[config.mk]
export PLATFORM = sky130hd
export DESIGN_NAME = tetris_game_ctrl_flat
export DESIGN_NICKNAME = d
export VERILOG_FILES = /design/src/rtl/tetris_game_ctrl_if.sv /design/src/rtl/tetris_game_ctrl.sv /design/src/flat_wrapper.sv
export SDC_FILE = /design/constraint.sdc
export NUM_CORES = 1
export LEC_CHECK = 0
export ABC_AREA = 1
export BUFFER_PORTS_ARGS = -buffer_cell sky130_fd_sc_hd__buf_4
export CORE_MARGIN = 2
export CORE_UTILIZATION = 55
export CTS_CLUSTER_SIZE = 25
export DETAILED_ROUTE_END_ITERATION = 12
export PLACE_DENSITY = 0.75
export SYNTH_ARGS = -nofsm -noshare
export SYNTH_HDL_FRONTEND = slang
export SYNTH_SLANG_ARGS = --single-unit
[constraint.sdc]
create_clock -name clk -period 3.54 [get_ports clk]
set_input_delay 1.062 -clock clk [delete_from_list [all_inputs] [get_ports clk]]
set_output_delay 1.062 -clock clk [all_outputs]
set_load 0.02 [all_outputs]
[src/rtl/tetris_game_ctrl_if.sv]
`timescale 1ns/1ps
`default_nettype none
// ============================================================================
//  Module   : tetris_game_ctrl_if
//  Brief    : Command/status bundle between the button front end, the game
//             controller and the playfield engine.
//  Revision : 1.0  initial release
// ============================================================================
interface tetris_game_ctrl_if;
    logic        btn_left;
    logic        btn_right;
    logic        btn_down;
    logic        btn_rot;
    logic        next_block;
    logic [9:0]  score_plus;
    logic        gameover;
    logic        left;
    logic        right;
    logic        down;
    logic [9:0]  ro;
    logic [9:0]  block_num;
    logic [15:0] score;
    logic [3:0]  level;
    logic        playing;

    modport master (
        output btn_left, btn_right, btn_down, btn_rot,
        output next_block, score_plus, gameover,
        input  left, right, down, ro, block_num, score, level, playing
    );

    modport slave (
        input  btn_left, btn_right, btn_down, btn_rot,
        input  next_block, score_plus, gameover,
        output left, right, down, ro, block_num, score, level, playing
    );
endinterface
`default_nettype wire

[src/rtl/tetris_game_ctrl.sv]
`timescale 1ns/1ps
`default_nettype none
// ============================================================================
//  Module   : tetris_game_ctrl
//  Brief    : Game FSM: button edge detection, move arbitration, gravity,
//             piece selection, score and level accounting.
//  Revision : 1.0  initial release
// ============================================================================
module tetris_game_ctrl #(
    parameter int unsigned GRAV_BASE = 16,
    parameter int unsigned GRAV_STEP = 2,
    parameter int unsigned GRAV_MIN  = 4,
    parameter int unsigned LEVEL_PTS = 10,
    parameter logic [7:0]  LFSR_SEED = 8'h01
) (
    input  logic              clk,
    input  logic              rst_n,
    tetris_game_ctrl_if.slave bus
);

    typedef enum logic [2:0] {
        S_IDLE  = 3'd0,
        S_SPAWN = 3'd1,
        S_FALL  = 3'd2,
        S_LOCK  = 3'd3,
        S_OVER  = 3'd4
    } state_t;

    state_t      r_state;
    state_t      w_state_nxt;
    logic [3:0]  r_btn_prev;
    logic        r_pend_l;
    logic        r_pend_r;
    logic        r_pend_d;
    logic        r_pend_rot;
    logic        r_grav_req;
    logic [15:0] r_grav_cnt;
    logic [7:0]  r_lfsr;
    logic [1:0]  r_ro;
    logic [2:0]  r_blk;
    logic [15:0] r_score;
    logic [3:0]  r_level;
    logic [15:0] r_lvl_acc;
    logic [9:0]  r_pts;
    logic        r_left;
    logic        r_right;
    logic        r_down;

    logic [3:0]  w_btn;
    logic [3:0]  w_rise;
    logic        w_lfsr_fb;
    logic [15:0] w_grav_dec;
    logic [15:0] w_period;
    logic        w_grav_tick;
    logic [2:0]  w_blk_nxt;
    logic [16:0] w_score_sum;
    logic [16:0] w_acc_sum;
    logic        w_do_left;
    logic        w_do_right;
    logic        w_do_down;
    logic        w_do_rot;

    assign w_btn     = {bus.btn_rot, bus.btn_down, bus.btn_right, bus.btn_left};
    assign w_rise    = w_btn & ~r_btn_prev;
    assign w_lfsr_fb = r_lfsr[7] ^ r_lfsr[5] ^ r_lfsr[4] ^ r_lfsr[3];

    // Level-derived gravity period, clamped so high levels never go below the floor.
    assign w_grav_dec  = 16'(r_level) * 16'(GRAV_STEP);
    assign w_period    = (16'(GRAV_BASE) >= w_grav_dec + 16'(GRAV_MIN)) ?
                         (16'(GRAV_BASE) - w_grav_dec) : 16'(GRAV_MIN);
    // >= rather than == so a period shrinking mid-count cannot stall gravity.
    assign w_grav_tick = (r_state == S_FALL) && (r_grav_cnt >= w_period - 16'd1);

    assign w_blk_nxt   = (r_lfsr[2:0] != 3'd7) ? r_lfsr[2:0] :
                         (r_blk == 3'd6) ? 3'd0 : r_blk + 3'd1;
    assign w_score_sum = {1'b0, r_score} + {7'd0, r_pts};
    assign w_acc_sum   = {1'b0, r_lvl_acc} + {7'd0, r_pts};

    always_ff @(posedge clk or negedge rst_n) begin
        if (!rst_n) begin
            r_state <= S_IDLE;
        end else begin
            r_state <= w_state_nxt;
        end
    end

    always_comb begin
        w_state_nxt = r_state;
        w_do_left   = 1'b0;
        w_do_right  = 1'b0;
        w_do_down   = 1'b0;
        w_do_rot    = 1'b0;
        case (r_state)
            S_IDLE: begin
                if (|w_rise) begin
                    w_state_nxt = S_SPAWN;
                end
            end
            S_SPAWN: begin
                w_state_nxt = S_FALL;
            end
            S_FALL: begin
                w_do_rot = r_pend_rot;
                if (bus.gameover) begin
                    w_state_nxt = S_OVER;
                end else if (bus.next_block) begin
                    w_state_nxt = S_LOCK;
                end else if (r_grav_req || r_pend_d) begin
                    w_do_down = 1'b1;
                end else if (r_pend_l) begin
                    w_do_left = 1'b1;
                end else if (r_pend_r) begin
                    w_do_right = 1'b1;
                end
            end
            S_LOCK: begin
                w_state_nxt = S_SPAWN;
            end
            S_OVER: begin
                if (w_rise[3]) begin
                    w_state_nxt = S_IDLE;
                end
            end
            default: begin
                w_state_nxt = S_IDLE;
            end
        endcase
    end

    always_ff @(posedge clk or negedge rst_n) begin
        if (!rst_n) begin
            r_btn_prev <= 4'd0;
            r_pend_l   <= 1'b0;
            r_pend_r   <= 1'b0;
            r_pend_d   <= 1'b0;
            r_pend_rot <= 1'b0;
            r_grav_req <= 1'b0;
            r_grav_cnt <= 16'd0;
            r_lfsr     <= LFSR_SEED;
            r_ro       <= 2'd0;
            r_blk      <= 3'd0;
            r_score    <= 16'd0;
            r_level    <= 4'd0;
            r_lvl_acc  <= 16'd0;
            r_pts      <= 10'd0;
            r_left     <= 1'b0;
            r_right    <= 1'b0;
            r_down     <= 1'b0;
        end else begin
            r_btn_prev <= w_btn;
            r_left     <= w_do_left;
            r_right    <= w_do_right;
            r_down     <= w_do_down;

            if (r_state != S_IDLE) begin
                r_lfsr <= {r_lfsr[6:0], w_lfsr_fb};
            end

            // A fresh edge wins over consumption so a re-press is never lost.
            if (r_state == S_FALL) begin
                r_pend_l   <= (r_pend_l & ~w_do_left) | w_rise[0];
                r_pend_r   <= (r_pend_r & ~w_do_right) | w_rise[1];
                r_pend_d   <= (r_pend_d & ~w_do_down) | w_rise[2];
                r_pend_rot <= (r_pend_rot & ~w_do_rot) | w_rise[3];
                r_grav_req <= (r_grav_req & ~w_do_down) | w_grav_tick;
                r_grav_cnt <= w_grav_tick ? 16'd0 : r_grav_cnt + 16'd1;
            end else begin
                r_pend_l   <= 1'b0;
                r_pend_r   <= 1'b0;
                r_pend_d   <= 1'b0;
                r_pend_rot <= 1'b0;
                r_grav_req <= 1'b0;
                r_grav_cnt <= 16'd0;
            end

            if (r_state == S_SPAWN) begin
                r_ro  <= 2'd0;
                r_blk <= w_blk_nxt;
            end else if (w_do_rot) begin
                r_ro <= r_ro + 2'd1;
            end

            if ((r_state == S_FALL) && (w_state_nxt == S_LOCK)) begin
                r_pts <= bus.score_plus;
            end

            case (r_state)
                S_LOCK: begin
                    r_score   <= w_score_sum[16] ? 16'hFFFF : w_score_sum[15:0];
                    r_lvl_acc <= w_acc_sum[16] ? 16'hFFFF : w_acc_sum[15:0];
                end
                S_OVER: begin
                    if (w_rise[3]) begin
                        r_score   <= 16'd0;
                        r_level   <= 4'd0;
                        r_lvl_acc <= 16'd0;
                    end
                end
                default: begin
                    if (r_lvl_acc >= 16'(LEVEL_PTS)) begin
                        r_lvl_acc <= r_lvl_acc - 16'(LEVEL_PTS);
                        if (r_level != 4'd15) begin
                            r_level <= r_level + 4'd1;
                        end
                    end
                end
            endcase
        end
    end

    assign bus.left      = r_left;
    assign bus.right     = r_right;
    assign bus.down      = r_down;
    assign bus.ro        = {8'd0, r_ro};
    assign bus.block_num = {7'd0, r_blk};
    assign bus.score     = r_score;
    assign bus.level     = r_level;
    assign bus.playing   = (r_state == S_SPAWN) || (r_state == S_FALL) || (r_state == S_LOCK);

endmodule
`default_nettype wire

[src/flat_wrapper.sv]
// flat-port wrapper written by rule: the top's interface ports become plain ports
module tetris_game_ctrl_flat 
#(
    parameter int unsigned GRAV_BASE = 16,
    parameter int unsigned GRAV_STEP = 2,
    parameter int unsigned GRAV_MIN  = 4,
    parameter int unsigned LEVEL_PTS = 10,
    parameter logic [7:0]  LFSR_SEED = 8'h01
)
  (clk, rst_n, bus_btn_left, bus_btn_right, bus_btn_down, bus_btn_rot, bus_next_block, bus_score_plus, bus_gameover, bus_left, bus_right, bus_down, bus_ro, bus_block_num, bus_score, bus_level, bus_playing);
  tetris_game_ctrl_if bus_i ();
  input  logic clk;
  input  logic rst_n;
  input wire logic [$bits(bus_i.btn_left)-1:0] bus_btn_left;
  input wire logic [$bits(bus_i.btn_right)-1:0] bus_btn_right;
  input wire logic [$bits(bus_i.btn_down)-1:0] bus_btn_down;
  input wire logic [$bits(bus_i.btn_rot)-1:0] bus_btn_rot;
  input wire logic [$bits(bus_i.next_block)-1:0] bus_next_block;
  input wire logic [$bits(bus_i.score_plus)-1:0] bus_score_plus;
  input wire logic [$bits(bus_i.gameover)-1:0] bus_gameover;
  output wire logic [$bits(bus_i.left)-1:0] bus_left;
  output wire logic [$bits(bus_i.right)-1:0] bus_right;
  output wire logic [$bits(bus_i.down)-1:0] bus_down;
  output wire logic [$bits(bus_i.ro)-1:0] bus_ro;
  output wire logic [$bits(bus_i.block_num)-1:0] bus_block_num;
  output wire logic [$bits(bus_i.score)-1:0] bus_score;
  output wire logic [$bits(bus_i.level)-1:0] bus_level;
  output wire logic [$bits(bus_i.playing)-1:0] bus_playing;
  assign bus_i.btn_left = bus_btn_left;
  assign bus_i.btn_right = bus_btn_right;
  assign bus_i.btn_down = bus_btn_down;
  assign bus_i.btn_rot = bus_btn_rot;
  assign bus_i.next_block = bus_next_block;
  assign bus_i.score_plus = bus_score_plus;
  assign bus_i.gameover = bus_gameover;
  assign bus_left = bus_i.left;
  assign bus_right = bus_i.right;
  assign bus_down = bus_i.down;
  assign bus_ro = bus_i.ro;
  assign bus_block_num = bus_i.block_num;
  assign bus_score = bus_i.score;
  assign bus_level = bus_i.level;
  assign bus_playing = bus_i.playing;
  tetris_game_ctrl #(.GRAV_BASE(GRAV_BASE), .GRAV_STEP(GRAV_STEP), .GRAV_MIN(GRAV_MIN), .LEVEL_PTS(LEVEL_PTS), .LFSR_SEED(LFSR_SEED)) u_core (.clk(clk), .rst_n(rst_n), .bus(bus_i));
endmodule
==> results of run 1 <==
==> cell type report <==
| class | instances | area (um2) | area share (%) |
|---|---|---|---|
| inverter | 105 | 404 | 5.60 |
| clock buffer | 11 | 243 | 3.36 |
| clock inverter | 5 | 40.0 | 0.554 |
| multi-input combinational | 689 | 3720 | 51.6 |
| tap | 143 | 179 | 2.48 |
| sequential | 90 | 2250 | 31.2 |
| timing repair buffer | 50 | 375 | 5.20 |
==> worst max-delay path by stage <==
stage / to / cells after the start / start
global placement: u_core.r_grav_cnt[11] / 16 / u_core.bus.level[2]
detailed placement: u_core.r_grav_cnt[6] / 16 / u_core.bus.level[2]
global route: u_core.r_grav_cnt[3] / 14 / u_core.bus.level[1]
floorplan: u_core.r_grav_cnt[10] / 17 / u_core.bus.level[2]
CTS: u_core.r_grav_cnt[3] / 16 / u_core.bus.level[2]
finish: u_core.r_grav_cnt[3] / 14 / u_core.bus.level[1]
==> state kept, by name, indices dropped and copies added (netlist names), 3 cells and up <==
signal,count
u_core.bus.level,4
u_core.bus.score,16
u_core.r_blk,3
u_core.r_btn_prev,4
u_core.r_grav_cnt,16
u_core.r_lfsr,8
u_core.r_lvl_acc,16
u_core.r_pts,10
u_core.r_state,3
==> where the power goes <==
part,switching (W),internal [W]
Combinational,0.00265,0.00166
Sequential,0.000431,0.00139
Clock,0.000421,0.000499
==> worst register-to-register path, delay by kind of cell (launching register included) <==
family	cells	cell delay, ns
flops	1	0.46
compound gates	4	0.76
buf+inv	1	0.11
fa+ha+maj	4	1.04
simple gates	5	0.68
==> synth_stat cells (7+ instances only) <==
master	n
nand2_1	250
inv_1	102
nor2_1	100
dfrtp_1	89
nand3_1	74
a21oi_1	56
ha_1	47
o21ai_0	39
xnor2_1	17
buf_4	16
nor3_1	14
xor2_1	14
nand4_1	11
buf_2	7
mux2_1	7
==> routing by layer <==
| layer | share of wire [%] | routed length [um] | global-route usage [%] |
|---|---|---|---|
| met4 | 1.4 | 216 | 8.13 |
| met1 | 48 | 7170 | 33.5 |
| met2 | 46 | 6990 | 39.9 |
| met5 | 0 | 0 | 0 |
| met3 | 4.5 | 675 | 3.80 |
==> logic make-up (layout without fill, tap and decap cells) <==
logic type | Yosys count | after routing | synth area share (%)
multiplexers | 9 | 9 | 1.56
XOR/XNOR | 31 | 31 | 4.17
other | 1 | 15 | 0.0576
AO/OA/AOI/OAI | 115 | 115 | 9.71
AND/OR/NAND/NOR | 470 | 470 | 31.1
adder cells (fa/ha/maj) | 49 | 49 | 9.65
buffers and inverters | 134 | 171 | 9.17
flip-flops | 90 | 90 | 34.6
==> what timing repair did <==
item                       in CTS  in global routing
hold endpoints to repair        0                  0
setup endpoints to repair       0                 13
gates resized for setup         0                  3
==> metrics by stage <==
step / total power (W) / worst slack [ns] / cell area, um2 / utilization, % / cells
after floorplan: 0.00506 / 0.403 / 6560 / - / 913
after global placement: 0.00601 / 0.351 / 6920 / 60.4 / 1077
after detailed placement: 0.00611 / 0.238 / 6920 / 60.4 / 1077
after CTS: 0.00706 / 0.169 / 7210 / 62.8 / 1093
after global routing: 0.00781 / 0.0342 / 7220 / 63.0 / 1093
final: 0.00705 / 0.417 / 7220 / 63.0 / 1093
==> cells in the final DEF, fill, tap and decap left out, types with 3 or more instances in the layout <==
cell	Yosys	routed
dfrtp_1	89	88
ha_1	47	47
xnor2_1	17	17
xor2_1	14	14
clkinv_4	0	4
nor3_1	14	14
nand2_1	250	250
nand3b_1	3	3
nand3_1	74	73
nand4_1	11	11
o21ai_0	39	39
conb_1	1	15
mux2_1	7	7
a22oi_1	3	3
a21oi_1	56	56
nor2_1	100	100
inv_1	102	102
nor4_1	3	3
buf_4	16	50
clkbuf_16	0	9
==> PnR_summary.wiki, run 1 <==
{| class="wikitable"
! Metric !! Value
|-
| Largest cells by area after synthesis || dfrtp_1 (34%), nand2_1 (14%), ha_1 (9.0%)
|-
| Layout overhead on the synthesized area || 10.9%
|-
| Routed wirelength normalized by instance count || 13.8 um
|-
| Hold worst-path end || u_core.r_grav_cnt[0]
|-
| Total half-perimeter wirelength after legalization and detailed placement || roughly 11000 um
|-
| Net count, final || a little over 1000
|-
| Synth Area per Inst || 7.24 um2
|-
| Biggest cell delay along the critical path || 0.46 ns
|-
| Synthesized instance count || 899
|-
| Final setup violation count || 0
|-
| CTS sink cnt || 90
|-
| Number of global-route vias before repair || 5289
|-
| Clock tree from TritonCTS || yes
|-
| Class of the tightest hold or removal check || reg2reg
|-
| Clock transition at path regs || 0.06 ns
|-
| Most frequent cell on the critical path || ha_1
|-
| DRC violation count after routing || 0
|-
| Unrepaired setup endpoints after global routing || no
|-
| Hold Buf Count CTS || 0
|-
| Die height || 113 um
|-
| Hold Slack || 0.491 ns
|-
| Reg-to-reg endpoint || u_core.r_grav_cnt[3]
|-
| Outcome || completed
|-
| Core footprint || 11500 um2
|-
| Total die area || approximately 13000 um2
|-
| Max-slew violation count || 0
|-
| Antenna diode instance count || 0
|-
| Overflow left after global routing || 0
|-
| Number of rows created at floorplan || 39
|-
| # port buffers || 46
|-
| R2r setup slk || 0.42 ns
|-
| Data arrival at the endpoint of the critical path || 3.39 ns
|-
| Number of enable-type register cells in the synthesized netlist || 0
|-
| Die X || 113 um
|-
| Count of cells along the worst register-to-register path || 14
|-
| Number of detailed-route iterations in the first pass || 4
|-
| First-pass GRT wire length || ~25000 um
|-
| Hold_sp || u_core.r_grav_cnt[0]
|-
| Ratio of routed vias to standard cells || 5.32
|-
| Headroom to the max-slew limit || 51.5%
|-
| Number of DRC violations after detailed-routing iteration 0 || 271
|-
| Count of final hold-check violations || 0
|-
| Max Clock Freq || between 0.3 and 0.4 GHz
|-
| Maximum buffer depth of the clock tree || 2
|-
| Fillcell total || about 1000
|-
| Number of library cell types mapped by synthesis || between 50 and 60
|-
| Number of buffer and inverter stages on the critical path || 1
|-
| Worst clock skew on the final layout || between 0.005 and 0.006 ns
|-
| Worst hold path cell count || 1
|-
| Crit-path leading delay family || adder cells
|-
| Sequential cell area fraction in the yosys report || 34.6%
|-
| Async S/R FF share, synth || between 90% and 100%
|-
| Path type of the worst setup path || reg2reg
|-
| Yosys top cell area share || 34.2%
|-
| Clock buffer count from CTS || 9
|-
| Setup TNS || 0 ns
|-
| Most common flop cell mapped by yosys || dfrtp_1
|-
| H-tree level count || 3
|-
| Antenna violations before repair || 0
|-
| Startpoint of the worst-slack reg-to-reg timing path || u_core.bus.level[1]
|-
| Top cell type by total area after synthesis || dfrtp_1
|-
| Critical Path End Type || flop
|-
| Share of layout cells above drive strength 1 || a little under a tenth
|-
| Transition time at the pin with the least slew margin || 0.726 ns
|-
| Max FO, Critical Path || 13
|-
| Flops & latches, synth || 90
|-
| Effective utilization at floorplan || 56.8%
|-
| Total global-route track usage || 24.5%
|-
| I/O pin count || 62
|-
| Time the worst path needs with I/O delays and setup || between 3 and 4 ns
|-
| Total power per unit cell area || 977 nW/um2
|-
| Worst path cell trace || inv_1 > ha_1 > o211ai_1 > nand2_1 > nor2_1 > ha_1 > nand2_1 > ha_1 > ha_1 > a21oi_1 > o21ai_0 > a21oi_1 > nand3_4 > nor2_1
|-
| Final critical-path share of the clock period || between 80% and 90%
|-
| Root cell of the clock tree || clkbuf_16
|-
| Antenna viol nets, final || 0
|-
| Largest net degree at the start of global routing || 55
|-
| Startpoint Class || flop
|-
| Clock latency on the worst-skew pair || 0.35 ns
|-
| Worst IR Drop VDD || 0.546 mV
|-
| Max capacitance violation total || 0
|-
| Setup Fix Bufs, Post-CTS || 0
|-
| Leakage power figure || 3.78 nW
|-
| Placer's final routability congestion estimate || 0.894
|-
| Number of warnings reported in the yosys synthesis log || 0
|-
| Endpoint required time on the critical path || 3.81 ns
|-
| Critical-path cell with the highest stage delay || dfrtp_1
|-
| Synth Cell Area || between 6000 and 7000 um2
|-
| Overall via count from detail_route || between 5000 and 6000
|-
| Routed wire length || 15100 um
|}
(Power assumes the default switching activity.)
==> run 2, diff against run 1 <==
==> constraint.sdc (replaced) <==
create_clock -name clk -period 3.2 [get_ports clk]
set_input_delay 0.96 -clock clk [delete_from_list [all_inputs] [get_ports clk]]
set_output_delay 0.96 -clock clk [all_outputs]
set_load 0.02 [all_outputs]
==> run 2 against run 1 <==
  * Clock power is 12% higher
  * Via count decreased by 0.60%
  * Setup slack worse by 0.19 ns
  * Critical path type unchanged
  * Register-to-register slack got worse by 0.19 ns
  * Clock skew grew 0.0054 ns
  * Wire length fell by 0.39%
  * Non-clock buffer count increased by 4
  * Die area unchanged
  * Global-route usage down 0.36 points
  * Cell count grew 0.37%
  * Flip-flop and latch count stayed put
  * Combinational power is 14% higher
  * Largest cell class unchanged
==> PnR_summary.wiki, run 2 (synthesis results as in run 1) <==
{| class="wikitable"
! Metric !! Value
|-
| Outcome || completed
|-
| Path type of the worst setup path || reg2reg
|-
| Die height || between 100 and 150 um
|-
| Total global-route track usage || 24.1%
|-
| Met2 Track Usage GR || 39.1%
|-
| Maximum buffer depth of the clock tree || 2
|-
| R2r setup slk || 0.23 ns
|-
| Area taken by multi-input logic gates || 3750 um2
|-
| Placer's final routability congestion estimate || 0.900
|-
| Met1 Use GR || 32.1%
|-
| Clock tree from TritonCTS || yes
|-
| Max capacitance violation total || 0
|-
| Antenna viol nets, final || 0
|-
| Post-Place Cell Area || 6950 um2
|-
| Endpoint required time on the critical path || roughly 3.5 ns
|-
| DRC violation count after routing || 0
|-
| CTS sink cnt || 90
|-
| Total die area || 12700 um2
|-
| Total power per unit cell area || 1090 nW/um2
|-
| Count of final hold-check violations || 0
|-
| Routed wire length || approximately 15000 um
|-
| Total half-perimeter wirelength after legalization and detailed placement || approximately 11000 um
|-
| Commonest cells after routing, fill and taps aside || nand2_1 (248), inv_1 (100), nor2_1 (99), dfrtp_1 (87), nand3_1 (73)
|-
| Count of cells along the worst register-to-register path || 18
|-
| Overall via count from detail_route || between 5000 and 6000
|-
| Commonest non-fill, non-tap cell in the layout || nand2_1
|-
| Max-slew violation count || 0
|-
| Most heavily used metal layer in global routing || met2
|-
| Number of rows created at floorplan || 39
|-
| Data arrival at the endpoint of the critical path || 3.26 ns
|-
| Sequential cell area || 2260 um2
|-
| Clock latency on the worst-skew pair || about 0.36 ns
|-
| Routed wirelength normalized by instance count || 13.7 um
|-
| Worst hold path cell count || 1
|-
| Clock buffer count from CTS || 9
|-
| Root cell of the clock tree || clkbuf_16
|-
| Post-route cell area || 7290 um2
|-
| Transition time at the pin with the least slew margin || 0.732 ns
|-
| Core footprint || ~11000 um2
|-
| Headroom to the max-slew limit || 51.0%
|-
| Hold worst-path end || u_core.r_grav_cnt[0]
|-
| I/O pin count || 62
|-
| Effective utilization at floorplan || a little under three fifths
|-
| Clock transition at path regs || 0.07 ns
|-
| Unrepaired setup endpoints after global routing || no
|-
| Startpoint of the worst-slack reg-to-reg timing path || u_core.bus.level[1]
|-
| Leakage power figure || 3.80 nW
|-
| Net count, final || 1016
|-
| Antenna diode instance count || 0
|-
| Ratio of routed vias to standard cells || 5.27
|-
| Number of DRC violations after detailed-routing iteration 0 || 286
|-
| Max FO, Critical Path || 6
|-
| Overflow left after global routing || 0
|-
| Critical Path End Type || flop
|-
| Worst IR Drop VDD || 0.816 mV
|-
| Class of the tightest hold or removal check || reg2reg
|-
| Fillcell total || 1021
|-
| Final setup violation count || 0
|-
| H-tree level count || 3
|-
| Share of layout cells above drive strength 1 || about a tenth
|-
| Worst clock skew on the final layout || between 0.01 and 0.015 ns
|-
| Hold_sp || u_core.r_grav_cnt[0]
|-
| Setup TNS || 0 ns
|-
| Max Clock Freq || 0.337 GHz
|-
| Reg-to-reg endpoint || u_core.r_grav_cnt[2]
|-
| Layout overhead on the synthesized area || 12.0%
|-
| Largest net degree at the start of global routing || 56
|-
| Final critical-path share of the clock period || 92.9%
|-
| First-pass GRT wire length || between 20000 and 25000 um
|-
| Global-route track usage on met3 || 6.11%
|-
| # port buffers || 46
|-
| Antenna violations before repair || 0
|-
| Time the worst path needs with I/O delays and setup || 2.97 ns
|-
| Die X || approximately 110 um
|-
| Number of detailed-route iterations in the first pass || 5
|-
| Number of global-route vias before repair || ~5200
|-
| Startpoint Class || flop
|}
==> run 2: cell count changes in the layout (fill, tap and decap cells not counted), sizes merged <==
cell / change
clkinv: -2
inv: +1
clkinvlp: +1
buf: +4
==> run 2: layout make-up <==
type,count,share of cell area [%]
clock buffer,11,3.33
sequential,90,30.9
tap,143,2.45
timing repair buffer,54,5.78
inverter,105,5.54
multi-input combinational,689,51.4
clock inverter,5,0.532
==> run 2: how the worst max path moves through the flow <==
stage                         from  slack [ns]                    end
2_1_floorplan  u_core.bus.level[2]        0.06  u_core.r_grav_cnt[10]
3_3_place_gp   u_core.bus.level[1]        0.22  u_core.r_grav_cnt[15]
3_5_place_dp   u_core.bus.level[1]        0.07   u_core.r_grav_cnt[7]
4_1_cts        u_core.bus.level[1]        0.04   u_core.r_grav_cnt[7]
5_1_grt        u_core.bus.level[1]        0.02   u_core.r_grav_cnt[7]
6_report       u_core.bus.level[1]        0.23   u_core.r_grav_cnt[2]
==> run 2: where the power goes <==
group,leakage (nW),internal (W),switching [W]
Combinational,2.52,0.00192,0.00299
Clock,0.136,0.000553,0.000481
Sequential,1.14,0.00154,0.000478
Total,3.80,0.00401,0.00395
==> run 2: critical path, stage by stage, from the launching register on <==
cell and delay, ns:
dfrtp_2 0.41, inv_1 0.08, ha_1 0.30, o211ai_1 0.19, nand2_2 0.12, nor2_4 0.13
nand3_1 0.14, nor2_1 0.11, nand2_1 0.06, ha_1 0.19, ha_1 0.28, nand2_1 0.10
inv_1 0.05, nand3_1 0.09, inv_1 0.06, a21oi_2 0.19, nand3_2 0.12, buf_4 0.19
nor2_1 0.09
==> run 2: repair_timing <==
action,CTS,global route
buffers inserted,0,1
resized for setup,0,15
hold buffers,0,0
endpoints found under the setup margin,0,17
==> run 2: per-layer routing <==
metal | wire, um | vias to the layer above
li1 | - | 2986
met1 | 6990 | 2648
met2 | 6950 | 124
met3 | 804 | 18
met4 | 248 | 0
met5 | 0 | -
==> run 2: through the flow <==
stage | instances | power [W] | setup WS, ns | hold slack (ns) | utilization, %
floorplan | 913 | 0.00560 | 0.0630 | 0.447 | -
global placement | 1079 | 0.00666 | 0.220 | 0.476 | 60.6
detailed placement | 1079 | 0.00675 | 0.0732 | 0.472 | 60.6
CTS | 1095 | 0.00784 | 0.0425 | 0.485 | 63.1
global route | 1097 | 0.00874 | 0.0214 | 0.512 | 63.6
finish | 1097 | 0.00797 | 0.228 | 0.489 | 63.6
